$ cat config.mk
export PLATFORM = sky130hd
export DESIGN_NAME = crc16_byte_step
export DESIGN_NICKNAME = d
export VERILOG_FILES = /design/src/rtl/crc16_pkg.sv /design/src/rtl/crc16_byte_step.sv
export SDC_FILE = /design/constraint.sdc
export NUM_CORES = 1
export LEC_CHECK = 0
export ABC_AREA = 1
export BUFFER_PORTS_ARGS = -buffer_cell sky130_fd_sc_hd__buf_2
export CAP_MARGIN = 10
export CORE_AREA = 2 2 39 41
export DETAILED_ROUTE_END_ITERATION = 12
export DIE_AREA = 0 0 41 43
export PLACE_DENSITY_LB_ADDON = 0.25
export SYNTH_ARGS = -nofsm -noshare
export SYNTH_HDL_FRONTEND = slang
export SYNTH_SLANG_ARGS = --single-unit
$ cat constraint.sdc
create_clock -name vclk -period 1
set_clock_uncertainty 0.2 [all_clocks]
set_input_delay 0.2 -clock vclk [all_inputs]
set_output_delay 0.2 -clock vclk [all_outputs]
set_load 0.05 [all_outputs]
$ cat src/rtl/crc16_pkg.sv
// Shared CRC-16/CCITT-FALSE definitions for the byte-parallel generator and
// the receive-side checker: polynomial/seed constants, FSM encodings and the
// byte-wide update function.
package crc16_pkg;

  localparam logic [15:0] CRC16_POLY = 16'h1021;
  localparam logic [15:0] CRC16_INIT = 16'hFFFF;

  // Checker FSM encodings, kept as plain constants so older tools that
  // reuse this package see the same numeric values.
  localparam logic [1:0] IDLE  = 2'd0;
  localparam logic [1:0] RECV  = 2'd1;
  localparam logic [1:0] CHECK = 2'd2;
  localparam logic [1:0] DONE  = 2'd3;

  // Eight MSB-first shift/XOR steps collapsed into one combinational update,
  // with the polynomial as an argument so parameterised users can override it.
  function automatic logic [15:0] crc16_byte_next_poly(input logic [15:0] crc,
                                                       input logic [7:0]  data,
                                                       input logic [15:0] poly);
    logic [15:0] c;
    c = crc;
    for (int i = 7; i >= 0; i--) begin
      if (c[15] ^ data[i]) c = {c[14:0], 1'b0} ^ poly;
      else                 c = {c[14:0], 1'b0};
    end
    return c;
  endfunction

  // Default-polynomial form used by the generator.
  function automatic logic [15:0] crc16_byte_next(input logic [15:0] crc,
                                                  input logic [7:0]  data);
    return crc16_byte_next_poly(crc, data, CRC16_POLY);
  endfunction

endpackage

$ cat src/rtl/crc16_byte_step.sv
// Combinational one-byte CRC update: folds data into crc_prev in a single
// cycle using the parameterised polynomial.
module crc16_byte_step
  import crc16_pkg::*;
#(
  parameter logic [15:0] POLY = CRC16_POLY
) (
  input  logic [15:0] crc_prev,
  input  logic [7:0]  data,
  output logic [15:0] crc_next
);

  // Pure function of the inputs; the caller owns the register.
  always_comb begin
    crc_next = crc16_byte_next_poly(crc_prev, data, POLY);
  end

endmodule

==> results by group, run 1 <==
Run status
  • Status: aborted with a tool error
  • Stop stage: detailed placement
  • Err: [ERROR DPL-0033] detailed placement checks failed during check placement.

Yosys
  • Sequential share of the synthesized area: 0
  • Multiplexer share of the synthesized area: 0
  • Cell variety after synth: 7
  • Syn nets: ~130
  • Adder-cell share of the synthesized area: 0
  • Synth Area in Simple Gates: 0.7340
  • Compound-Gate Fraction of Synth Area: 0
  • Largest family of logic cells by synthesized area: simple AND/OR/NAND/NOR gates
  • Synth Warn #: 0
  • Top post-synthesis cells by area: nand2_1, inv_1, nand3_1
  • Synth Area in XOR/XNOR: 0.07447
  • Mapped Area: about 470 sq um
  • Syn_area_per_cell: ~4.4 sq um
  • Yosys top cell area share: 0.4388
  • Post-synth top area cell: nand2_1
  • Cells after Synth: 108

Placed design
  • IO Port Bufs: 40
  • Placer Congestion: 0.6358
  • Post-DP HPWL: ~2800 um

Floorplan
  • Die X: roughly 41 um
  • Num rows: 14
  • Ports: 40
  • Die Span Y: approximately 43 um
  • Starting Density: 0.3400
-- synth_stat cells --
cell type and count:
nand2_1 55, inv_1 23, nand3_1 14, nand2_2 11, xor2_1 3, inv_2 1
xnor2_1 1
-- through the flow --
stage / worst slack [ns] / hold slack [ns] / cells / setup TNS [ns]
after global placement: -0.5603 / 0.5822 / 170 / -7.846
after floorplan: -0.2083 / 0.3151 / 108 / -2.117
-- logic make-up after synthesis --
logic type	after synthesis
XOR/XNOR	4
buffers and inverters	24
AND/OR/NAND/NOR	80
==> run 2: changes to the inputs <==
--- a/config.mk
+++ b/config.mk
@@ -8,10 +8,10 @@
 export ABC_AREA = 1
 export BUFFER_PORTS_ARGS = -buffer_cell sky130_fd_sc_hd__buf_2
 export CAP_MARGIN = 10
-export CORE_AREA = 2 2 39 41
+export CORE_AREA = 2 2 63 65
 export DETAILED_ROUTE_END_ITERATION = 12
-export DIE_AREA = 0 0 41 43
-export PLACE_DENSITY_LB_ADDON = 0.25
+export DIE_AREA = 0 0 65 67
+export PLACE_DENSITY_LB_ADDON = 0.15
 export SYNTH_ARGS = -nofsm -noshare
 export SYNTH_HDL_FRONTEND = slang
 export SYNTH_SLANG_ARGS = --single-unit
==> run 2 against run 1 <==
Against the previous run:
- the flow now finishes, with violations (negative setup slack)
- synthesized cell count did not move
- synthesized area did not move
==> results by group, run 2 <==
Min path
  • Worst hold path type: input pin to output pin
  • Hold wc startpoint: crc_prev[3]

Pwr
  • VDD IR-drop max: ~0.33 mV
  • Leakage power: between 0.9 and 1 nW
  • PwrDens: between 700 and 800 nW/um^2
  • Tot Pwr: about 0.0015 W

GRT
  • Initial antenna violation count: 0
  • Gr usage total: 0.09993
  • Met2 Track Usage GR: 0.2036
  • Largest net degree at the start of global routing: 5
  • First-pass GRT wire length: 3643 um
  • Gr busiest metal: met2
  • Routing usage on met1: 0.1215
  • Met3 Track Usage GR: 0.003378
  • Total gr overflow: 0
  • Vias in the first global route: 883

Timing
  • Slew Limit Fails: 0
  • Hold Vio Cnt, Final: 0
  • Tcrit/Tclk final: 1.375
  • Final worst setup slack: -0.3748 ns
  • Final setup viols: 16
  • Max-slew headroom: 0.8434
  • Max Clk Rate: between 700 and 800 MHz
  • Least-Margin Pin Slew: between 0.2 and 0.25 ns
  • RSZ-0062 raised after global routing: true
  • TNS Setup: -4.979 ns
  • Final min period: around 1.4 ns

Finish
  • Area Growth Syn to Fin: 330.3%
  • Layout cell share with drive strength beyond 1: 0.9172
  • Sequential cell count: 0
  • Commonest non-fill, non-tap cell in the layout: nand2_4
  • Most frequent cells in the layout: nand2_4, buf_8, nand2_8
  • Final instance area: between 2000 and 2500 sq um
  • Sequential Area: 0 sq um
  • Layout clock buffers: 0
  • ANT cells: 0
  • Final net count: between 150 and 200

Worst setup path
  • Crit-path max FO: 4
  • CP arrival: around 0.97 ns
  • Crit path capture type: output pin
  • Setup CP Type: input pin to output pin
  • Critical Path RT: 0.60 ns
  • Crit start category: input pin
  • Crit path from: data[4]

Floorplan
  • Starting Density: 0.1305
  • Ports: 40
  • Die X: around 65 um
  • Num rows: 22
  • Core ar.: about 3600 sq um
  • Die area: 4355 sq um
  • Die Span Y: ~67 um

CTS
  • Cts hold-fix bufs: 0

Flow run
  • Max-cap violations: 0

Yosys
  • Syn nets: 132
  • Most frequent cells after synthesis: nand2_1, inv_1, nand3_1
  • Most frequent cell after synthesis: nand2_1
  • Post-synth top area cell: nand2_1
  • Syn_area_per_cell: about 4.4 sq um
  • Cell variety after synth: 7
  • Top post-synthesis cells by area: nand2_1, inv_1, nand3_1
  • Cells after Synth: 108
  • Yosys top cell area share: 0.4388
  • Sequential share of the synthesized area: 0
  • Mapped Area: roughly 470 sq um
  • Synth Warn #: 0

Placed design
  • IO Port Bufs: 40
  • Placer Congestion: ~0.64
  • Placed instance area: roughly 1400 sq um
  • Post-DP HPWL: 1574 um

Run status
  • Failing checks: negative setup slack
  • Status: finished, violations left

Drt
  • Routed WL per cell: roughly 10 um
  • Detailed Routing Iterations Pass 1: 4
  • WL final: about 2000 um
  • Antenna Violating Nets Remaining: 0
  • Vias post-DR: 826
  • Remaining DRCs: 0
  • Number of vias per cell: slightly above 4
  • DR iter-0 viols: 10
## run 2: where the power goes
| part | total, W | switching (W) | leakage [nW] | internal (W) |
|---|---|---|---|---|
| sequential | 0 | 0 | 0 | 0 |
| combinational | 0.00153 | 0.000866 | 0.953 | 0.000667 |
| clock | 0 | 0 | 0 | 0 |
| total | 0.00153 | 0.000866 | 0.953 | 0.000667 |
## run 2: final timing paths
| check | endpoint | slack (ns) | depth (start not counted) |
|---|---|---|---|
| worst max-delay path | crc_next[5] | -0.37 | 8 |
| worst min-delay path | crc_next[11] | 0.53 | 3 |
## run 2: worst max-delay path, stage by stage
cell     delay, ns
buf_12        0.12
buf_12        0.12
nand2_8       0.06
nand2_8       0.08
nand2_4       0.09
nand3_2       0.10
nand2_4       0.07
buf_8         0.13
## run 2: logic make-up after synthesis
logic type | after synthesis | synth area share
XOR/XNOR | 4 | 0.07448
buffers and inverters | 24 | 0.1915
AND/OR/NAND/NOR | 80 | 0.7341
## run 2: metal layers
metal / wire length [um] / share of wire
met1: 699 / 0.35
met2: 1188 / 0.60
met3: 104 / 0.052
met4: 0 / 0
met5: 0 / 0
## run 2: repair_timing
item | CTS | global route
pin swaps | 44 | 5
buffers inserted | 2 | 1
endpoints found under the setup margin | 16 | 16
resized for setup | 128 | 17
cloned | 0 | 0
## run 2: area by class of cell
| cell class | instances | area [sq um] |
|---|---|---|
| tap | 48 | 60.06 |
| inverter | 24 | 193.9 |
| multi-input combinational | 84 | 1134 |
| fill | 314 | 1582 |
| timing repair buffer | 49 | 636.9 |
## run 2: metrics by stage
stage                 util  hold slack (ns)  worst slack (ns)  std cells
global placement    0.3910           0.5835           -0.5817        202
finish              0.5614           0.5333           -0.3748        205
detailed placement  0.3910           0.5844           -0.5977        202
global route        0.5614           0.5474           -0.4121        205
floorplan                -           0.3151           -0.2083        108
CTS                 0.5382           0.5352           -0.3749        204
No activity file was read; power rests on OpenSTA's default activity.
